`config.mk`:
```
export PLATFORM = sky130hd
export DESIGN_NAME = sseg_scan_display
export DESIGN_NICKNAME = d
export VERILOG_FILES = /design/src/rtl/sseg_scan_display.sv
export SDC_FILE = /design/constraint.sdc
export NUM_CORES = 1
export LEC_CHECK = 0
export ABC_AREA = 1
export CORE_ASPECT_RATIO = 0.5
export CORE_MARGIN = 4
export CORE_UTILIZATION = 50
export CTS_CLUSTER_DIAMETER = 80
export CTS_CLUSTER_SIZE = 12
export DETAILED_ROUTE_END_ITERATION = 6
export GPL_TIMING_DRIVEN = 0
export PLACE_DENSITY = 0.71
export SETUP_SLACK_MARGIN = 0.15
export SLEW_MARGIN = 0
export SYNTH_ARGS = -nofsm -noshare
export SYNTH_HDL_FRONTEND = slang
export SYNTH_SLANG_ARGS = --single-unit
```
`constraint.sdc`:
```
create_clock -name clk -period 1.6 [get_ports clk]
set_input_delay 0.16 -clock clk [delete_from_list [all_inputs] [get_ports clk]]
set_output_delay 0.16 -clock clk [all_outputs]
set_load 0.01 [all_outputs]
```
`src/rtl/sseg_scan_display.sv`:
```
// Sequential binary-to-BCD converter driving a four-digit multiplexed
// active-low seven-segment display with leading-zero blanking and sign.
module sseg_scan_display #(
    parameter int DATA_W      = 8,
    parameter int REFRESH_DIV = 50000
) (
    input  logic              clk,
    input  logic              rst,
    input  logic [DATA_W-1:0] value,
    input  logic              neg,
    input  logic              load,
    output logic              busy,
    output logic [0:6]        sseg,
    output logic [3:0]        an
);

    localparam int CW = $clog2(DATA_W + 1);
    localparam int RW = $clog2(REFRESH_DIV);
    localparam logic [6:0] BLANK = 7'b1111111;
    localparam logic [6:0] MINUS = 7'b1111110;

    typedef enum logic [1:0] {
        IDLE,
        CONV,
        UPDATE
    } state_t;

    function automatic logic [6:0] seg7(input logic [3:0] d);
        logic [6:0] s;
        case (d)
            4'd0:    s = 7'b0000001;
            4'd1:    s = 7'b1001111;
            4'd2:    s = 7'b0010010;
            4'd3:    s = 7'b0000110;
            4'd4:    s = 7'b1001100;
            4'd5:    s = 7'b0100100;
            4'd6:    s = 7'b0100000;
            4'd7:    s = 7'b0001111;
            4'd8:    s = 7'b0000000;
            4'd9:    s = 7'b0000100;
            default: s = BLANK;
        endcase
        return s;
    endfunction

    state_t            state_q;
    logic [DATA_W-1:0] sh_q;
    logic [11:0]       bcd_q;
    logic [11:0]       bcd_adj;
    logic              neg_q;
    logic [CW-1:0]     it_q;
    logic              busy_q;
    logic [3:0][6:0]   disp_q;
    logic [3:0][6:0]   disp_new;

    always_comb begin
        bcd_adj = bcd_q;
        for (int i = 0; i < 3; i++) begin
            if (bcd_q[i*4 +: 4] >= 4'd5) begin
                bcd_adj[i*4 +: 4] = bcd_q[i*4 +: 4] + 4'd3;
            end
        end
    end

    // Digits above the most significant nonzero one are blanked.
    always_comb begin
        disp_new[0] = seg7(bcd_q[3:0]);
        disp_new[1] = (bcd_q[11:4] != 8'd0) ? seg7(bcd_q[7:4]) : BLANK;
        disp_new[2] = (bcd_q[11:8] != 4'd0) ? seg7(bcd_q[11:8]) : BLANK;
        disp_new[3] = neg_q ? MINUS : BLANK;
    end

    always_ff @(posedge clk) begin
        if (!rst) begin
            state_q <= IDLE;
            sh_q    <= '0;
            bcd_q   <= '0;
            neg_q   <= 1'b0;
            it_q    <= '0;
            busy_q  <= 1'b0;
            disp_q  <= {4{BLANK}};
        end else begin
            unique case (state_q)
                IDLE: begin
                    if (load) begin
                        sh_q    <= value;
                        bcd_q   <= '0;
                        neg_q   <= neg;
                        it_q    <= '0;
                        busy_q  <= 1'b1;
                        state_q <= CONV;
                    end
                end
                CONV: begin
                    bcd_q <= {bcd_adj[10:0], sh_q[DATA_W-1]};
                    sh_q  <= sh_q << 1;
                    it_q  <= it_q + 1'b1;
                    if (it_q == CW'(DATA_W - 1)) begin
                        state_q <= UPDATE;
                    end
                end
                UPDATE: begin
                    disp_q  <= disp_new;
                    busy_q  <= 1'b0;
                    state_q <= IDLE;
                end
                default: begin
                    busy_q  <= 1'b0;
                    state_q <= IDLE;
                end
            endcase
        end
    end

    logic [RW-1:0] cnt_q, cnt_d;
    logic [1:0]    idx_q, idx_d;
    logic          on_q, on_d;
    logic          wrap;
    logic [3:0]    an_q;
    logic [6:0]    sseg_q;

    // Digits stay dark until the first refresh wrap after reset.
    always_comb begin
        wrap  = (cnt_q == RW'(REFRESH_DIV - 1));
        cnt_d = wrap ? '0 : cnt_q + 1'b1;
        on_d  = on_q | wrap;
        idx_d = (wrap && on_q) ? idx_q + 2'd1 : idx_q;
    end

    always_ff @(posedge clk) begin
        if (!rst) begin
            cnt_q  <= '0;
            idx_q  <= '0;
            on_q   <= 1'b0;
            an_q   <= 4'b1111;
            sseg_q <= BLANK;
        end else begin
            cnt_q  <= cnt_d;
            idx_q  <= idx_d;
            on_q   <= on_d;
            an_q   <= on_d ? ~(4'b0001 << idx_d) : 4'b1111;
            sseg_q <= on_d ? disp_q[idx_d] : BLANK;
        end
    end

    assign busy = busy_q;
    assign an   = an_q;
    assign sseg = sseg_q;

endmodule

```
==> out/qor.csv, run 1 <==
metric,value,unit
hold_class,input port to register,
leakagePower,0.002733,µW
grt_max_degree,16,
slew_headroom,62.20,%
synthFlopType,dfxtp_1,
totalPowerFinal,4825,µW
skew,0.008772,ns
failed_checks,setup timing,
synth-seq-area-share,42.68,%
die_h,74.40,µm
antenna_found_initial,0,
synthArstFlopShare,0,%
drt.antenna.violating_nets,0,
layout.nets,708,
h-tree-depth,3,
stdcell_count,789,
start_kind,register,
hold_slack,0.3610,ns
yosysWarnings,0,
max_freq,530.6,MHz
drt-pass1-iter-count,5,
worstSetupPathType,register to register,
initial_core_util,53.20,%
placed_cells,708,
worst_slack,-0.2845,ns
period_needed,1.884,ns
crit_path_end_kind,register,
fin_crit_sh,117.8,%
synth_nets,609,
num_rows,23,
rsz0062_at_grt,true,
grt_use_total,22.30,%
io_pins,24,
cts.path.max_buffers,2,
outcome,"finished, violations left",
cap_violations,0,
ys_ff_latch,94,
power.density,765.4,nW/µm²
area_growth,42.96,%
hpwlAfterDp,7.129,mm
die_area,10480,µm²
postCtsHoldBufs,0,
synth_enable_flop_cells,0,
synth_cells,573,
first_global_vias,3995,
portBuffers,23,
worstSkewPairLatency,0.34,ns
tritoncts,done,
numCtsBuffers,9,
n_antenna_cell,0,
hold_violations,0,
path_clk_slew,0.07,ns
cp.required,1.83,ns
clockRootBuffer,clkbuf_16,
cts_sinks,94,
totalWireLength,11.64,mm
worst_pin_slew,0.5671,ns
place.gp.congestion,0.8389,
die-width,140.8,µm
setup_viol,15,
drv_slew,0,
viasPerCell,5.240,
vias,4134,
remaining_drc_errors,0,
core_area,8288,µm²
drive_gt1_share,39.00,%
critPathMaxFanout,5,
grt.overflow.total,0,
netlist_area,4409,µm²
vdd.ir_drop.worst,525.3,µV
yosys.cell_types.count,44,
drt_iter0_drc,215,
syn_area_per_cell,7.695,µm²
arrival,2.11,ns
grt_pass1_wl,18.75,mm
detail_route.wl_per_cell,14.75,µm
-- layout by cell type (no fill, tap or decap), types with 4 or more instances in the layout --
cell / synthesis / final
inv_4: 0 / 14
o21ai_0: 27 / 21
nand2_2: 13 / 33
nand3_2: 1 / 12
ha_1: 24 / 7
clkdlybuf4s50_1: 0 / 21
ha_2: 0 / 5
nor2_4: 5 / 7
dfxtp_2: 0 / 13
nand2_1: 161 / 128
nand2_4: 0 / 13
buf_6: 1 / 16
inv_2: 14 / 15
buf_2: 8 / 4
buf_4: 1 / 51
nor2_1: 28 / 21
ha_4: 0 / 12
o22ai_1: 16 / 14
clkbuf_16: 0 / 9
nand4_1: 7 / 7
o211ai_1: 4 / 4
inv_1: 48 / 31
dfxtp_1: 94 / 76
nor2_2: 3 / 8
o21ai_4: 1 / 5
o21ai_2: 4 / 10
nand3_1: 39 / 24
nand3_4: 1 / 5
dfxtp_4: 0 / 5
a22oi_1: 7 / 7
nor3_1: 7 / 7
o21ai_1: 8 / 4
a21oi_1: 23 / 23
-- cells by family after synthesis --
logic type / after synthesis / share of synthesized area (%)
xor+xnor: 5 / 0.9934
compound gates: 96 / 13.31
simple gates: 279 / 29.34
buf+inv: 75 / 6.867
fa+ha+maj: 24 / 6.810
flops: 94 / 42.68
-- worst max-delay path: stages, from the launching register on --
cell and delay (ns):
dfxtp_4 0.38, inv_4 0.07, ha_4 0.15, inv_4 0.04
o21ai_4 0.17, nand2_2 0.09, nand2_2 0.09, nand3_4 0.08
nand2_4 0.10, inv_6 0.05, ha_4 0.26, inv_2 0.03
nand3_2 0.05, nand2_1 0.05, nand2_1 0.06, nand2_1 0.08
-- worst paths after layout --
check / start / to / slack, ns / cells past startpoint
worst min register to register: register / disp_q[15]$_SDFFE_PN1N_ / 0.44 / 2
worst min-delay path: load / busy$_SDFFE_PN0P_ / 0.36 / 3
worst max-delay path: bcd_q[4]$_SDFFE_PN0N_ / register / -0.28 / 15
worst max register to register: bcd_q[4]$_SDFFE_PN0N_ / register / -0.28 / 15
-- power breakdown --
part	switching [µW]	internal, µW	total (µW)
combinational	143	109	253
sequential	23.6	2360	2390
clock	890	1300	2190
-- timing repair --
item                                    in CTS  in global routing
resized for setup                           81                 85
pin swaps                                   39                 32
endpoints found under the setup margin      61                 63
gates cloned                                 1                  0
setup buffers                               46                 18
-- metrics by stage --
| stage | utilization, % | area, µm² | TNS [ns] | setup slack [ns] |
|---|---|---|---|---|
| floorplan | - | 4547 | -0.1153 | -0.06696 |
| global placement | 59.33 | 4917 | -17.46 | -0.7029 |
| detailed placement | 59.33 | 4917 | -18.08 | -0.7135 |
| CTS | 70.59 | 5851 | -1.143 | -0.1608 |
| global route | 76.06 | 6304 | -4.853 | -0.3549 |
| finish | 76.06 | 6304 | -2.766 | -0.2845 |
-- layer usage --
metal	vias up	track usage (%)	share of wire, %
met5	-	0	0
met4	0	7.304	1.7
met3	21	4.881	4.3
met2	102	38.40	48
met1	1934	28.49	46
li1	2077	-	-
-- cell type report --
class	instances	area, µm²
Fill cell	564	1984
Multi-Input combinational cell	404	2773
Timing Repair Buffer	88	797.0
Clock inverter	5	57.56
Clock buffer	11	252.7
Sequential cell	94	1917
Tap cell	112	140.1
Buffer	13	90.09
Inverter	62	276.5
-- cell usage after synthesis, types with 2 or more instances --
library cell	instances	share of area (%)
nand2_1	161	14
dfxtp_1	94	43
inv_1	48	4.1
nand3_1	39	4.4
nor2_1	28	2.4
o21ai_0	27	3.1
ha_1	24	6.8
a21oi_1	23	2.6
o22ai_1	16	2.3
inv_2	14	1.2
nand2_2	13	1.8
buf_2	8	0.91
o21ai_1	8	0.91
a22oi_1	7	1.2
nand4_1	7	0.99
nor3_1	7	0.79
nor2_4	5	1.3
o211ai_1	4	0.68
o21ai_2	4	0.79
nor2_2	3	0.43
or2_2	3	0.43
xnor2_1	3	0.60
clkbuf_1	2	0.17
nand3b_1	2	0.34
nor3b_1	2	0.34
o21a_1	2	0.34
xor2_1	2	0.40
No activity file was read; power rests on OpenSTA's default activity.
==> run 2: changes to the inputs <==
SLEW_MARGIN = 5   (was 0)
==> results of run 2 <==
No change in the layout: final DEF, timing and power equal those of run 1.
==> run 3: changes to the inputs <==
MAX_ROUTING_LAYER = met4   (was unset)
SETUP_SLACK_MARGIN = unset   (was 0.15)
SLEW_MARGIN = unset   (was 5)
==> run 3 against run 2 <==
  * The run still ends with setup timing left
  * Worst hold slack got worse by 0.019 ns
  * Clock skew decreased by 0.0021 ns
  * Routed wire length decreased by 10%
  * Core utilization decreased by 6.8 points
  * Critical path type unchanged
  * Highest routed layer unchanged
==> out/qor.csv, run 3 (synthesized netlist as in run 1, its figures left out) <==
metric,value,unit
hold_depth,3,
layout_commonest_cell,nand2_1,
worst_slack,-0.1731,ns
worst_pin_slew,0.6555,ns
path_clk_slew,0.06,ns
leakagePower,0.002521,µW
die-width,140.8,µm
h-tree-depth,3,
finish.utilization,69.22,%
core_area,8288,µm²
hold_slack,0.3424,ns
met1_length,5.028,mm
cp.required,1.83,ns
layout.nets,682,
portBuffers,23,
totalPowerFinal,4743,µW
num_rows,23,
grt.overflow.total,0,
area_growth,30.11,%
grt_pass1_wl,16.61,mm
n_antenna_cell,0,
wl_met2,4.719,mm
vdd.ir_drop.worst,599.5,µV
failed_checks,setup timing,
period_needed,1.773,ns
rsz0062_at_grt,true,
arrival,2.00,ns
numCtsBuffers,9,
critPathMaxFanout,4,
max_freq,564.0,MHz
hold_class,input port to register,
drive_gt1_share,29.23,%
outcome,"finished, violations left",
antenna_found_initial,0,
hold_path.startpoint,rst,
vias,3923,
skew,0.006713,ns
crit_path_end_kind,register,
rr_worst_depth,13,
die_h,74.40,µm
drv_slew,0,
slew_headroom,56.14,%
setup_viol,21,
wl_met3,527,µm
rr_startpoint,bcd_q[4]$_SDFFE_PN0N_,
fin_crit_sh,110.8,%
cts.path.max_buffers,2,
post-place-ws,-0.6784,ns
cap_violations,0,
viasPerCell,5.148,
power.density,826.7,nW/µm²
cts_sinks,94,
place.gp.congestion,0.8709,
grt_max_degree,16,
drt.antenna.violating_nets,0,
first_global_vias,3553,
whs_endpoint,bcd_q[7]$_SDFFE_PN0N_,
initial_core_util,53.20,%
worstSetupPathType,register to register,
setup_tns,-1.882,ns
totalWireLength,10.45,mm
io_pins,24,
grt_use_total,20.36,%
tritoncts,done,
clockRootBuffer,clkbuf_16,
r2r_slack,-0.17,ns
layout_common_cells,"nand2_1 (140), dfxtp_1 (79), buf_4 (39), inv_1 (35), nand3_1 (32)",
die_area,10480,µm²
hold_violations,0,
drt-pass1-iter-count,4,
remaining_drc_errors,0,
drt_iter0_drc,229,
top_layer,met4,
hpwlAfterDp,6.845,mm
detail_route.wl_per_cell,13.71,µm
worstSkewPairLatency,0.34,ns
start_kind,register,
-- run 3: cell types whose count changed in the layout (fill, tap and decap cells not counted), moves of 7 or more --
cell / change
nand2_1: +12
nand2_2: -7
buf_4: -12
buf_6: -14
ha_1: +7
nand3_1: +8
-- run 3: layout make-up --
class	count	area (µm²)
Clock inverter	5	58.81
Timing Repair Buffer	62	525.5
Inverter	62	260.3
Buffer	13	82.58
Clock buffer	10	239.0
Sequential cell	94	1918
Fill cell	650	2551
Tap cell	112	140.1
Multi-Input combinational cell	404	2512
-- run 3: worst max-delay path, stage by stage, from the launching register on --
cell and delay, ns:
dfxtp_4 0.37, inv_4 0.06, ha_4 0.15, inv_4 0.04, o21ai_0 0.16, nand2_1 0.09, nand3_2 0.10, o21ai_4 0.07
buf_4 0.14, ha_1 0.19, nand3_1 0.11, nand2_1 0.06, nand2_1 0.06, nand2_1 0.06
-- run 3: how the worst max path moves through the flow --
stage / startpoint / endpoint / depth (start not counted)
finish: bcd_q[4]$_SDFFE_PN0N_ / register / 13
global route: bcd_q[4]$_SDFFE_PN0N_ / register / 15
CTS: bcd_q[4]$_SDFFE_PN0N_ / register / 15
detailed placement: rst / register / 11
global placement: rst / register / 11
floorplan: bcd_q[5]$_SDFFE_PN0N_ / register / 15
-- run 3: where the power goes --
part / switching (µW) / leakage (µW) / total, µW / internal (µW)
Combinational: 134 / 0.00161 / 236 / 102
Clock: 876 / 0.000141 / 2120 / 1250
Sequential: 22.9 / 0.000770 / 2380 / 2360
Total: 1030 / 0.00252 / 4740 / 3710
-- run 3: metrics by stage --
stage | std cells | cell area [µm²]
after floorplan | 573 | 4484
after global placement | 708 | 4855
after detailed placement | 708 | 4855
after CTS | 751 | 5470
after global routing | 762 | 5737
final | 762 | 5737
-- run 3: layer usage --
layer,vias up,global-route usage [%]
met1,1793,26.70
li1,2031,-
met5,-,-
met3,16,5.331
met4,0,5.048
met2,83,31.78
-- run 3: timing repair --
action | 4_1_cts | 5_1_grt
resized for setup | 37 | 59
gates cloned | 0 | 1
pin swaps | 18 | 28
setup buffers | 28 | 10
hold buffers | 0 | 0
endpoints found under the setup margin | 33 | 44
